[config.mk]
export PLATFORM = sky130hd
export DESIGN_NAME = crc_check_scheduler
export DESIGN_NICKNAME = d
export VERILOG_FILES = /design/src/rtl/crc_check_scheduler.sv
export SDC_FILE = /design/constraint.sdc
export NUM_CORES = 1
export LEC_CHECK = 0
export CORE_MARGIN = 1
export CORE_UTILIZATION = 51
export CTS_BUF_LIST = sky130_fd_sc_hd__clkbuf_8
export CTS_CLUSTER_DIAMETER = 100
export CTS_CLUSTER_SIZE = 16
export DETAILED_ROUTE_END_ITERATION = 10
export PLACE_DENSITY = 0.91
export RECOVER_POWER = 25
export SETUP_SLACK_MARGIN = 0.2
export SYNTH_ARGS = -nofsm -noshare
export SYNTH_HDL_FRONTEND = slang
export SYNTH_SLANG_ARGS = --single-unit
[constraint.sdc]
create_clock -name clk -period 5.5 [get_ports clk]
set_input_delay 1.375 -clock clk [delete_from_list [all_inputs] [get_ports clk]]
set_output_delay 1.375 -clock clk [all_outputs]
set_load 0.05 [all_outputs]
[src/rtl/crc_check_scheduler.sv]
// crc_check_scheduler: round-robin time-sharing of one serial CRC-4 (x^4+x+1)
// syndrome engine among NREQ requesters. Each granted codeword is shifted
// MSB-first through the LFSR in DATA_W cycles; the result is held until taken.
module crc_check_scheduler #(
  parameter int NREQ   = 4,
  parameter int DATA_W = 15,
  parameter int ID_W   = 2
) (
  input  logic                     clk,
  input  logic                     reset,
  input  logic [NREQ-1:0]          req,
  input  logic [NREQ*DATA_W-1:0]   data,
  output logic [NREQ-1:0]          gnt,
  output logic                     busy,
  output logic                     res_valid,
  input  logic                     res_ready,
  output logic [ID_W-1:0]          res_id,
  output logic [3:0]               syndrome,
  output logic                     err
);

  typedef enum logic [1:0] {IDLE, SHIFT, RESULT} state_t;

  // Count value on the last (DATA_W-th) shift; cnt is 4 bits wide.
  localparam logic [3:0] LAST = 4'(DATA_W - 1);

  state_t              state_q, state_d;
  logic [DATA_W-1:0]   word_q, word_d;
  logic [3:0]          lfsr_q, lfsr_d;
  logic [3:0]          cnt_q, cnt_d;
  logic [ID_W-1:0]     rr_ptr_q, rr_ptr_d;
  logic [ID_W-1:0]     id_q, id_d;
  logic [NREQ-1:0]     gnt_q, gnt_d;
  logic                valid_q, valid_d;
  logic [3:0]          syn_q, syn_d;
  logic                err_q, err_d;

  // Arbiter results
  logic                found;
  logic [ID_W-1:0]     winner;
  logic [ID_W-1:0]     rr_next;
  logic [ID_W:0]       idx;
  logic [ID_W:0]       nxt;

  // One LFSR step for the current MSB of the shift register
  logic                shift_bit;
  logic [3:0]          lfsr_step;

  // Per-requester view of the flattened codeword bus
  logic [DATA_W-1:0]   lane [NREQ];

  for (genvar gi = 0; gi < NREQ; gi++) begin : g_lane
    assign lane[gi] = data[gi*DATA_W +: DATA_W];
  end

  // Round-robin search: first set request at or above rr_ptr, wrapping modulo NREQ.
  always_comb begin
    found  = 1'b0;
    winner = '0;
    idx    = '0;
    for (int k = 0; k < NREQ; k++) begin
      idx = {1'b0, rr_ptr_q} + (ID_W+1)'(k);
      if (idx >= (ID_W+1)'(NREQ)) idx = idx - (ID_W+1)'(NREQ);
      if (!found && req[idx[ID_W-1:0]]) begin
        found  = 1'b1;
        winner = idx[ID_W-1:0];
      end
    end
    nxt = {1'b0, winner} + (ID_W+1)'(1);
    if (nxt == (ID_W+1)'(NREQ)) nxt = '0;
    rr_next = nxt[ID_W-1:0];
  end

  // Galois LFSR step for x^4+x+1: D<=C, C<=B, B<=A^D, A<=b^D.
  always_comb begin
    shift_bit = word_q[DATA_W-1];
    lfsr_step = {lfsr_q[2], lfsr_q[1], lfsr_q[0] ^ lfsr_q[3], shift_bit ^ lfsr_q[3]};
  end

  // Next-state and datapath control for the IDLE/SHIFT/RESULT sequence.
  always_comb begin
    state_d  = state_q;
    word_d   = word_q;
    lfsr_d   = lfsr_q;
    cnt_d    = cnt_q;
    rr_ptr_d = rr_ptr_q;
    id_d     = id_q;
    gnt_d    = '0;
    valid_d  = valid_q;
    syn_d    = syn_q;
    err_d    = err_q;
    case (state_q)
      IDLE: begin
        if (found) begin
          word_d   = lane[winner];
          lfsr_d   = 4'h0;
          cnt_d    = 4'h0;
          gnt_d    = {{(NREQ-1){1'b0}}, 1'b1} << winner;
          id_d     = winner;
          rr_ptr_d = rr_next;
          state_d  = SHIFT;
        end
      end
      SHIFT: begin
        lfsr_d = lfsr_step;
        word_d = word_q << 1;
        if (cnt_q == LAST) begin
          // Hold cnt at its final value rather than wrapping.
          state_d = RESULT;
          valid_d = 1'b1;
          syn_d   = lfsr_step;
          err_d   = |lfsr_step;
        end else begin
          cnt_d = cnt_q + 4'd1;
        end
      end
      RESULT: begin
        if (res_ready) begin
          valid_d = 1'b0;
          state_d = IDLE;
        end
      end
      default: state_d = IDLE;
    endcase
  end

  // State and datapath registers; reset aborts any operation in flight.
  always_ff @(posedge clk or negedge reset) begin
    if (!reset) begin
      state_q  <= IDLE;
      word_q   <= '0;
      lfsr_q   <= 4'h0;
      cnt_q    <= 4'h0;
      rr_ptr_q <= '0;
      id_q     <= '0;
      gnt_q    <= '0;
      valid_q  <= 1'b0;
      syn_q    <= 4'h0;
      err_q    <= 1'b0;
    end else begin
      state_q  <= state_d;
      word_q   <= word_d;
      lfsr_q   <= lfsr_d;
      cnt_q    <= cnt_d;
      rr_ptr_q <= rr_ptr_d;
      id_q     <= id_d;
      gnt_q    <= gnt_d;
      valid_q  <= valid_d;
      syn_q    <= syn_d;
      err_q    <= err_d;
    end
  end

  assign gnt       = gnt_q;
  assign busy      = (state_q != IDLE);
  assign res_valid = valid_q;
  assign res_id    = id_q;
  assign syndrome  = syn_q;
  assign err       = err_q;

endmodule

==> Word level (Yosys, flattened, before mapping) <==
Index checks and enable logic that the tools add are counted.
{ "classes": {"add_sub_neg": 9, "n_lt_le_gt_ge": 9, "eq_ne": 8, "shift": 1, "muxes": 39, "n_bitwise": 3, "n_reduce_logical": 17} }
{ "ops": {"columns": ["op", "count"], "rows": [
  ["2-to-1 mux 15 bit", 3],
  ["binary-select mux 15 bit (select 2 bit)", 1],
  ["case mux 15 bit (2 select lines)", 1],
  ["2-to-1 mux 2 bit", 12],
  ["2-to-1 mux 4 bit", 4],
  ["case mux 4 bit (2 select lines)", 2],
  [">= comparator 3 bit, second input constant", 4],
  ["< comparator 2 x 3 -> 1 bit, second input constant", 4],
  ["2-to-1 mux 1 bit", 10],
  ["AND reduction 3 bit", 3],
  ["binary-select mux 1 bit (select 2 bit)", 4],
  ["inequality test 2 bit, second input constant", 4],
  ["subtractor 2 x 1 -> 2 bit, second input constant", 4],
  ["adder 2 x 1 -> 3 bit, second input constant", 2],
  ["adder 2 x 2 -> 3 bit, second input constant", 2],
  ["case mux 2 bit (3 select lines)", 1],
  ["AND reduction 2 bit", 3],
  ["nonzero test 2 bit", 3],
  ["adder 4 x 1 -> 4 bit, second input constant", 1],
  ["== test 4 bit, second input constant", 1],
  ["OR reduction 4 bit", 1],
  ["left shift 1 x 2 -> 4 bit, first input constant", 1],
  ["== test 3 bit, second input constant", 1],
  [">= comparator 2 x 3 -> 1 bit, second input constant", 1],
  ["8 further kinds", 13]
]} }
{ "word_totals": {"reg_bits": 39, "out_inout_bits": 13} }

==> Depth between registers and ports, before layout <==
{ "logic_depth": {"word_depth": 20, "ltp_mapped": 8, "ltp_nobuf": 7} }

==> Least setup slack after synthesis <==
Ideal clock, no wire load.
{ "synth_timing": {"path_type": "in2reg", "from": "in req[3]", "to": "reg rr_ptr_q[1]", "arrival_time_ps": 2494, "slack_ps": 2889, "stages": 8, "n_path_buf": 2, "path_cell_list": "mux2i_1 > a2bb2oi_4 > and2_4 > buf_12 > buf_12 > ha_1 > nand2_1 > nand2_1"} }
{ "synth_via": {"elab_chain_cells": 15, "word_cells_on_any_way": 26} }
{ "synth_lines": {"columns": ["item", "line_no", "text"], "rows": [
  ["from (decl)", "11", "input logic [NREQ-1:0] req,"],
  ["binary-select mux 1 bit (select 2 bit)", "64", "if (!found && req[idx[ID_W-1:0]]) begin"],
  ["2-to-1 mux 1 bit (not written as such)", "64", null],
  ["2-to-1 mux 1 bit", "64", null],
  ["zero test 1 bit", "64", null],
  ["logical AND 1 bit", "64", null],
  ["2-to-1 mux 1 bit", "64", null],
  ["zero test 1 bit", "64", null],
  ["logical AND 1 bit", "64", null],
  ["2-to-1 mux 1 bit", "64", null],
  ["zero test 1 bit", "64", null],
  ["logical AND 1 bit", "64", null],
  ["2-to-1 mux 2 bit *", "64", null],
  ["adder 2 x 1 -> 3 bit *", "69", "nxt = {1'b0, winner} + (ID_W+1)'(1);"],
  ["== test 3 bit", "70", "if (nxt == (ID_W+1)'(NREQ)) nxt = '0;"],
  ["2-to-1 mux 2 bit *", "70", null],
  ["net nxt[1]", "43", "logic [ID_W:0] nxt;"],
  ["to (signal assigned)", "145", "rr_ptr_q <= rr_ptr_d;"],
  ["to (decl)", "31", "logic [ID_W-1:0] rr_ptr_q, rr_ptr_d;"]
]} }
Mark *: on every way through the listed nets, which the timed path passes. The rest lies on a longest branch. The select of a mux whose other input is x is not followed.
A chain may end at the register's enable or synchronous reset.

==> Final worst setup path <==
{ "layout_timing": {"from": "in req[0]", "to": "reg word_q[12]"} }
{ "layout_via": {"elab_chain_cells": 18, "word_cells_on_any_way": 30} }
{ "layout_lines": {"columns": ["item", "line_no", "text"], "rows": [
  ["binary-select mux 1 bit (select 2 bit)", "64", null],
  ["2-to-1 mux 1 bit (not written as such)", "64", null],
  ["2-to-1 mux 1 bit", "64", null],
  ["zero test 1 bit", "64", null],
  ["logical AND 1 bit", "64", null],
  ["2-to-1 mux 1 bit", "64", null],
  ["zero test 1 bit", "64", null],
  ["logical AND 1 bit", "64", null],
  ["2-to-1 mux 1 bit", "64", null],
  ["zero test 1 bit", "64", null],
  ["logical AND 1 bit", "64", null],
  ["2-to-1 mux 2 bit", "64", null],
  ["NOT 2 -> 3 bit (not written as such)", "95", "word_d = lane[winner];"],
  ["binary-select mux 15 bit (select 2 bit)", "95", null],
  ["2-to-1 mux 15 bit (not written as such) (2 in a row)", "95", null],
  ["2-to-1 mux 15 bit", "94", "if (found) begin"],
  ["case mux 15 bit (2 select lines)", "92", "case (state_q)"],
  ["to (signal assigned)", "142", "word_q <= word_d;"],
  ["to (decl)", "28", "logic [DATA_W-1:0] word_q, word_d;"]
]} }
Parallel ways exist; a longest one is shown, timed or not. The select of a mux whose other input is x is not followed.

==> impl_metrics.tcl <==
set metrics [dict create \
    run_status "finished, violations left" \
    violations_in_the_final_reports "capacitance limit, slew limit" \
    clk_pin_slew_ns 0.07 \
    critPathMaxStageDelay_ns 0.67 \
    ctsLongestPathBuffers 2 \
    tritoncts "yes" \
    first_iter_violations 137 \
    ant_nets 0 \
    met1Wirelength_um 2310 \
    cts_resized 0 \
    antenna_found_initial 0 \
    clockRootBuffer "clkbuf_8" \
    critical_path_startpoint_category "primary input" \
    drv_slew 40 \
    core_sq_mm 0.00435 \
    worst_pin_slew_ns 2.02 \
    grt_pass1_wl_um 8990 \
    cts-buffers-inserted 5 \
    critPathSlowestCell "a2111oi_4" \
    share_of_cells_above_drive_strength_1 0.0615 \
    yosysUniqueCellTypes 41 \
    period_share 0.617 \
    hold_class "reg2reg" \
    synth.avg_cell_area_sq_um 9.80 \
    setup.worst_path.class "in2reg" \
    sum_of_internal_switching_and_leakage_power_mw 1.45 \
    grt_setup_unrepaired "false" \
    synth.yosys.seq_area_share 0.420 \
    ir_drop_uv 248 \
    worst_setup_path_end_kind "flip-flop" \
    synth_cells 237 \
    grt_start_max_net_pins 40 \
    floorplan.die_area_sq_mm 0.00483 \
    synth-edff-count 0 \
    num_rows 24 \
    synthesis.nets 307 \
    crit_arrival_ns 3.61 \
    dpl.cell_count 353 \
    layout.cells.most_common_list "clkdlybuf4s50_1 (78), dfrtp_1 (39), and3_1 (26)" \
    final-hold-violation-count 0 \
    critical_path.cell_chain "clkdlybuf4s50_1, nor2_1, a21o_1, a2111oi_4, o21ai_0, o211ai_2" \
    boundaryPins 80 \
    p_per_area_mw_per_mm2 456 \
    starting_density 0.533 \
    num-nets-final 378 \
    number_of_global_route_vias_before_repair 1979 \
    synth-main-ff-cell "dfrtp_1" \
    fmaxAchievable_mhz 294 \
    clock_tree.htree_level_count 2 \
    drt-vias-per-instance 5.73 \
    firstDrtPassIters 4 \
    holdWs_ns 0.492 \
    worstSkewPairLatency_ns 0.29 \
    area_growth_syn_to_layout_pct 36.5 \
    overall_via_count_from_detail_route 2067 \
    cts-hold-fix-buffers 0 \
    number_of_input_and_output_port_buffers_inserted 79 \
    post_cts_buffers 0 \
    worstPathMaxFanout 24 \
    ys_async_sr_fraction 1.00 \
    post_synth_instance_area_sq_mm 0.00232 \
    static-leakage-power_nw 1.42 \
    layout.cells.most_common "clkdlybuf4s50_1" \
    max_slew_margin -0.346 \
    cap_violations 1 \
    synth.area.top_cells "dfrtp_1 (42%), mux2i_1 (8.2%), and3_1 (7.0%)" \
    detailroute.wirelength.met2_um 2620 \
    fin_skew_ns 0.00214 \
    diodes 0 \
    setup_violations 0 \
    dpl.hpwl_um 3980 \
    final.setup.tns_ns 0 \
    cell_taking_the_most_area_after_synthesis "dfrtp_1" \
    post-route-min-period_ns 3.40 \
    overflow 0 \
    post_drt_wl_per_cell_um 14.8 \
    finalWirelength_um 5340 \
    timing.critical_path.max_delay_family "compound AO/OA/AOI/OAI gates" \
    numClockSinks 39 \
    wl_met3_um 341 \
    drc 0 \
    worstPathBufferInverterCount 1 \
    yosysWarnings 0 \
    top_layer "met4" \
    grt_util_all_layers 0.236 \
    placer_congestion 0.759 \
    critical_path_required_ns 5.72 \
    post_synthesis_sequential_element_count 39 \
    count_of_placed_standard_cells_in_the_final_layout_fillers_left_out 361 \
    dieWidth_um 69.5 \
    floorplan.die.height_um 69.5 \
    synth_largest_type_area_fraction 0.420 \
]
cell families (layout without fill, tap and decap cells):
| group | after synthesis | in the layout | share of synthesized area |
|---|---|---|---|
| adder cells (fa/ha/maj) | 3 | 3 | 0.0162 |
| multiplexers | 21 | 21 | 0.0916 |
| XOR/XNOR | 4 | 4 | 0.0151 |
| AO/OA/AOI/OAI | 77 | 77 | 0.239 |
| flip-flops | 39 | 39 | 0.420 |
| buffers and inverters | 18 | 90 | 0.0490 |
| AND/OR/NAND/NOR | 75 | 75 | 0.169 |
synth_stat cells, drive strengths merged, types with 4 or more instances:
master / count
a21oi: 19
and3: 26
a21boi: 13
dfrtp: 39
nor2: 12
nand3: 7
buf: 6
nand2: 17
o211ai: 12
mux2i: 19
o21ai: 21
clkbuf: 9
nand2b: 4
worst paths after layout:
check | start | end | slack [ns] | depth (start not counted)
setup reg to reg | state_q[1] | word_q[12] | 3.22 | 5
max in group asynchronous | reset | word_q[2] | 2.70 | 1
min in group asynchronous | reset | cnt_q[3] | 1.65 | 1
setup / recovery | req[0] | word_q[12] | 2.10 | 6
hold reg to reg | res_id[1] | res_id[1] | 0.49 | 2
hold / removal | res_id[1] | res_id[1] | 0.49 | 2
through the flow:
step	setup WS [ns]	util	area, sq um
6_report	2.10	0.728	3170
5_1_grt	1.92	0.728	3170
4_1_cts	2.12	0.728	3170
3_5_place_dp	1.81	0.705	3070
3_3_place_gp	1.88	0.705	3070
2_1_floorplan	2.89	-	2320
flip-flops by register name (all words and copies together) (netlist names):
register and flops:
syndrome 4, word_q 15, gnt 4, lfsr_q 4, cnt_q 4, res_id 2, state_q 2, err 1
rr_ptr_q 2, res_valid 1
tightest hold or removal path, cell delays in order (launching register included):
cell and delay (ns):
dfrtp_1 0.35, nand2_1 0.06, nand2_1 0.06
power by group:
| part | switching, mW | internal, mW |
|---|---|---|
| Combinational | 0.421 | 0.308 |
| Sequential | 0.0956 | 0.409 |
| Clock | 0.0987 | 0.113 |
| Total | 0.616 | 0.830 |
cell type report:
type	instances	area (sq um)
clock buffers	7	96.3
clock inverters	1	3.75
fillers	324	1180
inverters	3	11.3
multi-input cells	180	1230
flip-flops and latches	39	976
well taps	52	65.1
repair buffers	79	785
routing by layer:
layer	global-route usage	vias to the layer above
met4	0.0816	0
li1	-	1003
met1	0.301	981
met3	0.0654	8
met5	0	-
met2	0.385	75
(Power assumes the default switching activity.)
